### src/rtl/fetch_pkg.sv
// Shared types and constants for the instruction fetch unit.
// Each queue entry pairs an instruction with the PC it was fetched from.
package fetch_pkg;

  typedef struct packed {
    logic [31:0] pc;
    logic [31:0] inst;
  } fetch_entry_t;

  localparam logic [3:0]  IMEM_RMASK_FULL  = 4'hF;
  localparam logic [3:0]  IMEM_RMASK_IDLE  = 4'h0;
  localparam logic [31:0] DEFAULT_RESET_PC = 32'h1eceb000;

endpackage

### src/rtl/fetch_if.sv
// Fetch unit bus bundle: instruction-memory request/response, redirect, dequeue.
// The master side is the fetch unit; the slave side is memory plus consumer.
interface fetch_if;

  logic [31:0] imem_addr;
  logic [3:0]  imem_rmask;
  logic [31:0] imem_rdata;
  logic        imem_resp;
  logic        redirect;
  logic [31:0] redirect_pc;
  logic        deq_valid;
  logic        deq_ready;
  logic [31:0] deq_pc;
  logic [31:0] deq_inst;

  modport master (
    output imem_addr, imem_rmask, deq_valid, deq_pc, deq_inst,
    input  imem_rdata, imem_resp, redirect, redirect_pc, deq_ready
  );

  modport slave (
    input  imem_addr, imem_rmask, deq_valid, deq_pc, deq_inst,
    output imem_rdata, imem_resp, redirect, redirect_pc, deq_ready
  );

endinterface

### src/rtl/fetch_fifo.sv
// Instruction queue: circular buffer of fetch entries with flush.
// Head is read combinationally so the consumer sees the entry the cycle after it lands.
module fetch_fifo
  import fetch_pkg::*;
#(
  parameter int DEPTH = 4
) (
  input  logic                       clk,
  input  logic                       rst,
  input  logic                       i_push,
  input  fetch_entry_t               i_data,
  input  logic                       i_pop,
  input  logic                       i_flush,
  output fetch_entry_t               o_head,
  output logic [$clog2(DEPTH+1)-1:0] o_count
);

  localparam int CW = $clog2(DEPTH + 1);
  localparam int PW = $clog2(DEPTH);

  fetch_entry_t  r_mem [DEPTH];
  logic [PW-1:0] r_wr_ptr;
  logic [PW-1:0] r_rd_ptr;
  logic [CW-1:0] r_count;
  logic          w_push;
  logic          w_pop;

  assign w_push = i_push & ~i_flush;
  assign w_pop  = i_pop & ~i_flush & (r_count != '0);

  always_ff @(posedge clk) begin
    if (w_push) begin
      r_mem[r_wr_ptr] <= i_data;
    end
  end

  // Pointers wrap naturally because DEPTH is a power of two.
  always_ff @(posedge clk or posedge rst) begin
    if (rst) begin
      r_wr_ptr <= '0;
      r_rd_ptr <= '0;
      r_count  <= '0;
    end else if (i_flush) begin
      r_wr_ptr <= '0;
      r_rd_ptr <= '0;
      r_count  <= '0;
    end else begin
      if (w_push) r_wr_ptr <= r_wr_ptr + 1'b1;
      if (w_pop)  r_rd_ptr <= r_rd_ptr + 1'b1;
      r_count <= r_count + CW'(w_push) - CW'(w_pop);
    end
  end

  assign o_head  = r_mem[r_rd_ptr];
  assign o_count = r_count;

endmodule

### src/rtl/fetch_unit.sv
// Instruction fetch front end: credit-limited request issue, in-order response
// capture into the queue, and redirect handling that discards stale responses.
module fetch_unit
  import fetch_pkg::*;
#(
  parameter int          QUEUE_DEPTH = 4,
  parameter logic [31:0] RESET_PC    = DEFAULT_RESET_PC
) (
  input  logic    clk,
  input  logic    rst,
  fetch_if.master bus
);

  localparam int            CW         = $clog2(QUEUE_DEPTH + 1);
  localparam logic [CW:0]   CREDIT_MAX = (CW + 1)'(QUEUE_DEPTH);

  logic [31:0]   r_fetch_pc;
  logic [31:0]   r_resp_pc;
  logic [CW-1:0] r_outstanding;
  logic [CW-1:0] r_discard_cnt;
  logic [CW-1:0] w_queue_count;
  logic [CW:0]   w_in_use;
  logic          w_issue;
  logic          w_resp;
  logic          w_keep;
  logic          w_deq;
  fetch_entry_t  w_enq_entry;
  fetch_entry_t  w_head;

  // Credit is taken from registered counts only, so a dequeue frees a slot next cycle.
  assign w_in_use = {1'b0, w_queue_count} + {1'b0, r_outstanding};
  assign w_issue  = (w_in_use < CREDIT_MAX) & ~bus.redirect & ~rst;
  assign w_resp   = bus.imem_resp & (r_outstanding != '0);
  assign w_keep   = w_resp & ~bus.redirect & (r_discard_cnt == '0);
  assign w_deq    = bus.deq_valid & bus.deq_ready;

  assign w_enq_entry = '{pc: r_resp_pc, inst: bus.imem_rdata};

  always_ff @(posedge clk or posedge rst) begin
    if (rst) begin
      r_fetch_pc    <= RESET_PC;
      r_resp_pc     <= RESET_PC;
      r_outstanding <= '0;
      r_discard_cnt <= '0;
    end else begin
      r_outstanding <= r_outstanding + CW'(w_issue) - CW'(w_resp);
      if (bus.redirect) begin
        // Every request still in flight after this cycle belongs to the old stream.
        r_fetch_pc    <= bus.redirect_pc;
        r_resp_pc     <= bus.redirect_pc;
        r_discard_cnt <= r_outstanding - CW'(w_resp);
      end else begin
        if (w_issue) r_fetch_pc <= r_fetch_pc + 32'd4;
        if (w_keep) begin
          r_resp_pc <= r_resp_pc + 32'd4;
        end else if (w_resp) begin
          r_discard_cnt <= r_discard_cnt - 1'b1;
        end
      end
    end
  end

  fetch_fifo #(
    .DEPTH (QUEUE_DEPTH)
  ) u_fifo (
    .clk     (clk),
    .rst     (rst),
    .i_push  (w_keep),
    .i_data  (w_enq_entry),
    .i_pop   (w_deq),
    .i_flush (bus.redirect),
    .o_head  (w_head),
    .o_count (w_queue_count)
  );

  assign bus.imem_addr  = r_fetch_pc;
  assign bus.imem_rmask = w_issue ? IMEM_RMASK_FULL : IMEM_RMASK_IDLE;
  assign bus.deq_valid  = (w_queue_count != '0) & ~bus.redirect;
  assign bus.deq_pc     = w_head.pc;
  assign bus.deq_inst   = w_head.inst;

  a_resp_has_request: assert property (@(posedge clk) disable iff (rst)
    !(bus.imem_resp && (r_outstanding == '0)));

endmodule

### src/flat_wrapper.sv
// flat-port wrapper written by rule: the top's interface ports become plain ports
module fetch_unit_flat import fetch_pkg::*;
#(
  parameter int          QUEUE_DEPTH = 4,
  parameter logic [31:0] RESET_PC    = DEFAULT_RESET_PC
)
  (clk, rst, bus_imem_addr, bus_imem_rmask, bus_deq_valid, bus_deq_pc, bus_deq_inst, bus_imem_rdata, bus_imem_resp, bus_redirect, bus_redirect_pc, bus_deq_ready);
  fetch_if bus_i ();
  input  logic clk;
  input  logic rst;
  output wire logic [$bits(bus_i.imem_addr)-1:0] bus_imem_addr;
  output wire logic [$bits(bus_i.imem_rmask)-1:0] bus_imem_rmask;
  output wire logic [$bits(bus_i.deq_valid)-1:0] bus_deq_valid;
  output wire logic [$bits(bus_i.deq_pc)-1:0] bus_deq_pc;
  output wire logic [$bits(bus_i.deq_inst)-1:0] bus_deq_inst;
  input wire logic [$bits(bus_i.imem_rdata)-1:0] bus_imem_rdata;
  input wire logic [$bits(bus_i.imem_resp)-1:0] bus_imem_resp;
  input wire logic [$bits(bus_i.redirect)-1:0] bus_redirect;
  input wire logic [$bits(bus_i.redirect_pc)-1:0] bus_redirect_pc;
  input wire logic [$bits(bus_i.deq_ready)-1:0] bus_deq_ready;
  assign bus_imem_addr = bus_i.imem_addr;
  assign bus_imem_rmask = bus_i.imem_rmask;
  assign bus_deq_valid = bus_i.deq_valid;
  assign bus_deq_pc = bus_i.deq_pc;
  assign bus_deq_inst = bus_i.deq_inst;
  assign bus_i.imem_rdata = bus_imem_rdata;
  assign bus_i.imem_resp = bus_imem_resp;
  assign bus_i.redirect = bus_redirect;
  assign bus_i.redirect_pc = bus_redirect_pc;
  assign bus_i.deq_ready = bus_deq_ready;
  fetch_unit #(.QUEUE_DEPTH(QUEUE_DEPTH), .RESET_PC(RESET_PC)) u_core (.clk(clk), .rst(rst), .bus(bus_i));
endmodule
### config.mk
export PLATFORM = sky130hd
export DESIGN_NAME = fetch_unit_flat
export DESIGN_NICKNAME = d
export VERILOG_FILES = /design/src/rtl/fetch_pkg.sv /design/src/rtl/fetch_if.sv /design/src/rtl/fetch_fifo.sv /design/src/rtl/fetch_unit.sv /design/src/flat_wrapper.sv
export SDC_FILE = /design/constraint.sdc
export NUM_CORES = 1
export LEC_CHECK = 0
export CORE_MARGIN = 1.5
export CORE_UTILIZATION = 40
export CTS_CLUSTER_SIZE = 10
export DETAILED_ROUTE_END_ITERATION = 8
export PLACE_DENSITY = 0.62
export SYNTH_ARGS = -nofsm -noshare
export SYNTH_HDL_FRONTEND = slang
export SYNTH_SLANG_ARGS = --single-unit
### constraint.sdc
create_clock -name clk -period 3.9 [get_ports clk]
set_input_delay 0.585 -clock clk [delete_from_list [all_inputs] [get_ports clk]]
set_output_delay 0.585 -clock clk [all_outputs]
set_load 0.05 [all_outputs]
==> results_dict.tcl <==
set metrics [dict create \
    cts_hold_buf 0 \
    avgSynthCellArea_um2 17.2 \
    syn2layout_area_growth_pct 26.0 \
    hp-start "u_core.r_resp_pc[0]" \
    setup_tns_ns 0 \
    reg2reg_to "u_core.r_outstanding[1]" \
    slew_headroom_pct 42.7 \
    portBuffers 169 \
    ant_nets 0 \
    synth_area_mm2 0.0137 \
    die_w_um 188 \
    rsz0062_at_grt "false" \
    gp_congestion 0.817 \
    ff2ff_path_depth 8 \
    first_pass_iters 5 \
    clock_sinks 333 \
    final.period_utilization_pct 89.3 \
    final_max_slew_viol_count 0 \
    synth_area_leader_cell "edfxtp_1" \
    cts_buffer_depth 3 \
    placed_cells 1402 \
    final_common_cell "edfxtp_1" \
    worstMarginPinSlew_ns 0.853 \
    start_util_pct 40.8 \
    internal_power_mw 7.24 \
    drv_cap 0 \
    finalPower_mw 10.5 \
    switchingPower_mw 3.22 \
    r2r-start "u_core.r_outstanding[2]" \
    critPathKind "register to primary output" \
    leakage_nw 5.85 \
    cp-start-kind "register" \
    switching_share_pct 30.8 \
    comb_power_share_pct 25.9 \
    synth-edff-count 256 \
    dp_hpwl_mm 19.3 \
    die_area_mm2 0.0354 \
    drc 0 \
    drive_gt1_share_pct 19.9 \
    grt-busiest-layer "met2" \
    io_pins 170 \
    synth.net_count 883 \
    final_cell_mix "edfxtp_1, clkdlybuf4s50_1, mux4_2" \
    dieHeight_um 188 \
    ys.flop_type "edfxtp_1" \
    cts_resized 0 \
    max_freq_ghz 0.287 \
    arrival_ns 2.90 \
    clock_latency_ns 0.51 \
    core_mm2 0.0336 \
    drt_wl_total_mm 29.4 \
    p_clk_share_pct 32.4 \
    ys_warn_count 0 \
    track_usage_pct 16.8 \
    overflow 0 \
    clk_pin_slew_worst_paths_ns 0.06 \
    endpoint_kind "primary output" \
    post_cts_buffers 0 \
    crit_required_ns 3.31 \
    rows 67 \
    avgViaCountPerCell 5.24 \
    drt_iter0_drc 436 \
    routedWlPerCell_um 20.0 \
    grtUsageMet2_pct 25.5 \
    antenna_found_initial 0 \
    grt_max_degree 59 \
    synthTopCellsByArea "edfxtp_1, mux4_2, dfrtp_1" \
    hold-path-endpoint "u_core.u_fifo.r_mem[0][32]" \
    grt_first_pass_wirelength_mm 46.3 \
    pwr-share-seq_pct 41.7 \
    nFillCells 2776 \
    hold_ws_ns 0.512 \
    hold_class "register to register" \
    synth_seq_cells 333 \
    synth.distinct_cells 48 \
    cts-buffers-inserted 40 \
    worst_slack_ns 0.417 \
    worstPathMaxFanout 23 \
    yosysSeqAreaShare_pct 70.3 \
    grt_util_met3_pct 3.61 \
    clock-root-buffer "clkbuf_16" \
    min_path_cells 0 \
    finalNetCount 1083 \
    layout.cells.non_filler 1469 \
    async_flop_share_pct 23.1 \
    r2r_slack_ns 1.23 \
    synthCells 796 \
    finalSetupViolCount 0 \
    post-route-min-period_ns 3.48 \
    yosysTopAreaCellShare_pct 56.0 \
    htree_num_levels 2 \
    vias 7704 \
    p_per_area_mw_per_mm2 605 \
    final.setup_skew_ns 0.0127 \
    use_met1_pct 24.8 \
    post-place-ws_ns 0.836 \
    outcome "completed" \
    grt_pass1_vias 7870 \
    hold_violations 0 \
    diodes 0 \
    cts_tree "yes" \
    ir_drop_v 0.000327 \
]
==> sequential cells by signal (all words and copies together), names as in the netlist <==
name,flops
u_core.r_resp_pc,32
u_core.r_outstanding,3
u_core.u_fifo.r_wr_ptr,2
u_core.u_fifo.o_count,3
u_core.u_fifo.r_mem,256
u_core.r_discard_cnt,3
u_core.u_fifo.r_rd_ptr,2
u_core.bus.imem_addr,32
==> area by class of cell <==
type	instances	area (µm²)	area share (%)
repair buffers	194	1940	11.3
well taps	448	561	3.24
flip-flops and latches	333	9650	55.8
clock buffers	64	1180	6.85
multi-input cells	395	3790	22.0
clock inverters	3	25.0	0.145
inverters	32	124	0.717
==> critical path, stage by stage (launching register included) <==
cell and delay, ns:
dfrtp_4 0.72, buf_4 0.38, mux4_2 0.57, clkdlybuf4s50_1 0.72
==> worst max path at each step <==
stage | cells after the start | end | slack [ns] | from
detailed placement | 8 | u_core.r_outstanding[1] | 0.84 | rst
global placement | 3 | bus_deq_pc[7] | 0.88 | u_core.u_fifo.r_rd_ptr[0]
floorplan | 6 | u_core.u_fifo.r_mem[0][0] | 0.92 | u_core.r_discard_cnt[0]
CTS | 3 | bus_deq_pc[7] | 0.33 | u_core.u_fifo.r_rd_ptr[0]
global route | 3 | bus_deq_pc[7] | 0.27 | u_core.u_fifo.r_rd_ptr[0]
finish | 3 | bus_deq_pc[7] | 0.42 | u_core.u_fifo.r_rd_ptr[0]
==> per-stage QoR <==
stage / instance area (µm²) / util [%]
after floorplan: 13700 / -
final: 17300 / 51.4
after global routing: 17300 / 51.4
after global placement: 16100 / 47.8
after CTS: 17300 / 51.4
after detailed placement: 16100 / 47.8
==> cell usage after synthesis, types with 4 or more instances <==
| library cell | number |
|---|---|
| edfxtp_1 | 256 |
| mux4_2 | 64 |
| dfrtp_1 | 53 |
| nand2_1 | 39 |
| xnor2_1 | 33 |
| inv_1 | 31 |
| nor2_1 | 25 |
| dfstp_2 | 24 |
| mux2_2 | 24 |
| clkbuf_1 | 22 |
| nand3_1 | 20 |
| xor2_1 | 20 |
| nand4_1 | 17 |
| ha_1 | 16 |
| nor3_1 | 16 |
| o21ai_0 | 15 |
| and4_1 | 14 |
| nor4_1 | 14 |
| a21oi_1 | 12 |
| and2_1 | 7 |
| and3_1 | 7 |
| o211ai_1 | 7 |
| a31oi_1 | 6 |
| buf_2 | 6 |
| mux2i_1 | 6 |
| or3_1 | 6 |
| buf_4 | 4 |
==> kinds of logic (layout without fill, tap and decap cells) <==
| group | count (synthesis) | count (layout) | synth area share [%] |
|---|---|---|---|
| fa+ha+maj | 18 | 18 | 1.75 |
| flops | 333 | 333 | 70.3 |
| compound gates | 54 | 54 | 2.56 |
| simple gates | 176 | 176 | 6.98 |
| buf+inv | 68 | 293 | 2.10 |
| mux | 94 | 94 | 12.9 |
| xor+xnor | 53 | 53 | 3.38 |
==> power by group through the flow <==
stage                     combinational (mW)  clock [mW]  sequential (mW)
final                                   2.71        3.39             4.36
after global routing                    2.88        3.63             4.40
after CTS                               2.75        3.49             4.37
after detailed placement                2.74           0             4.43
after global placement                  2.73           0             4.43
after floorplan                         1.83           0             4.45
==> routing by layer <==
metal	routed length [µm]	share of wire, %
met5	0	0
met4	472	1.6
met3	1800	6.1
met2	13300	45
met1	13800	47
No activity file was read; power rests on OpenSTA's default activity.
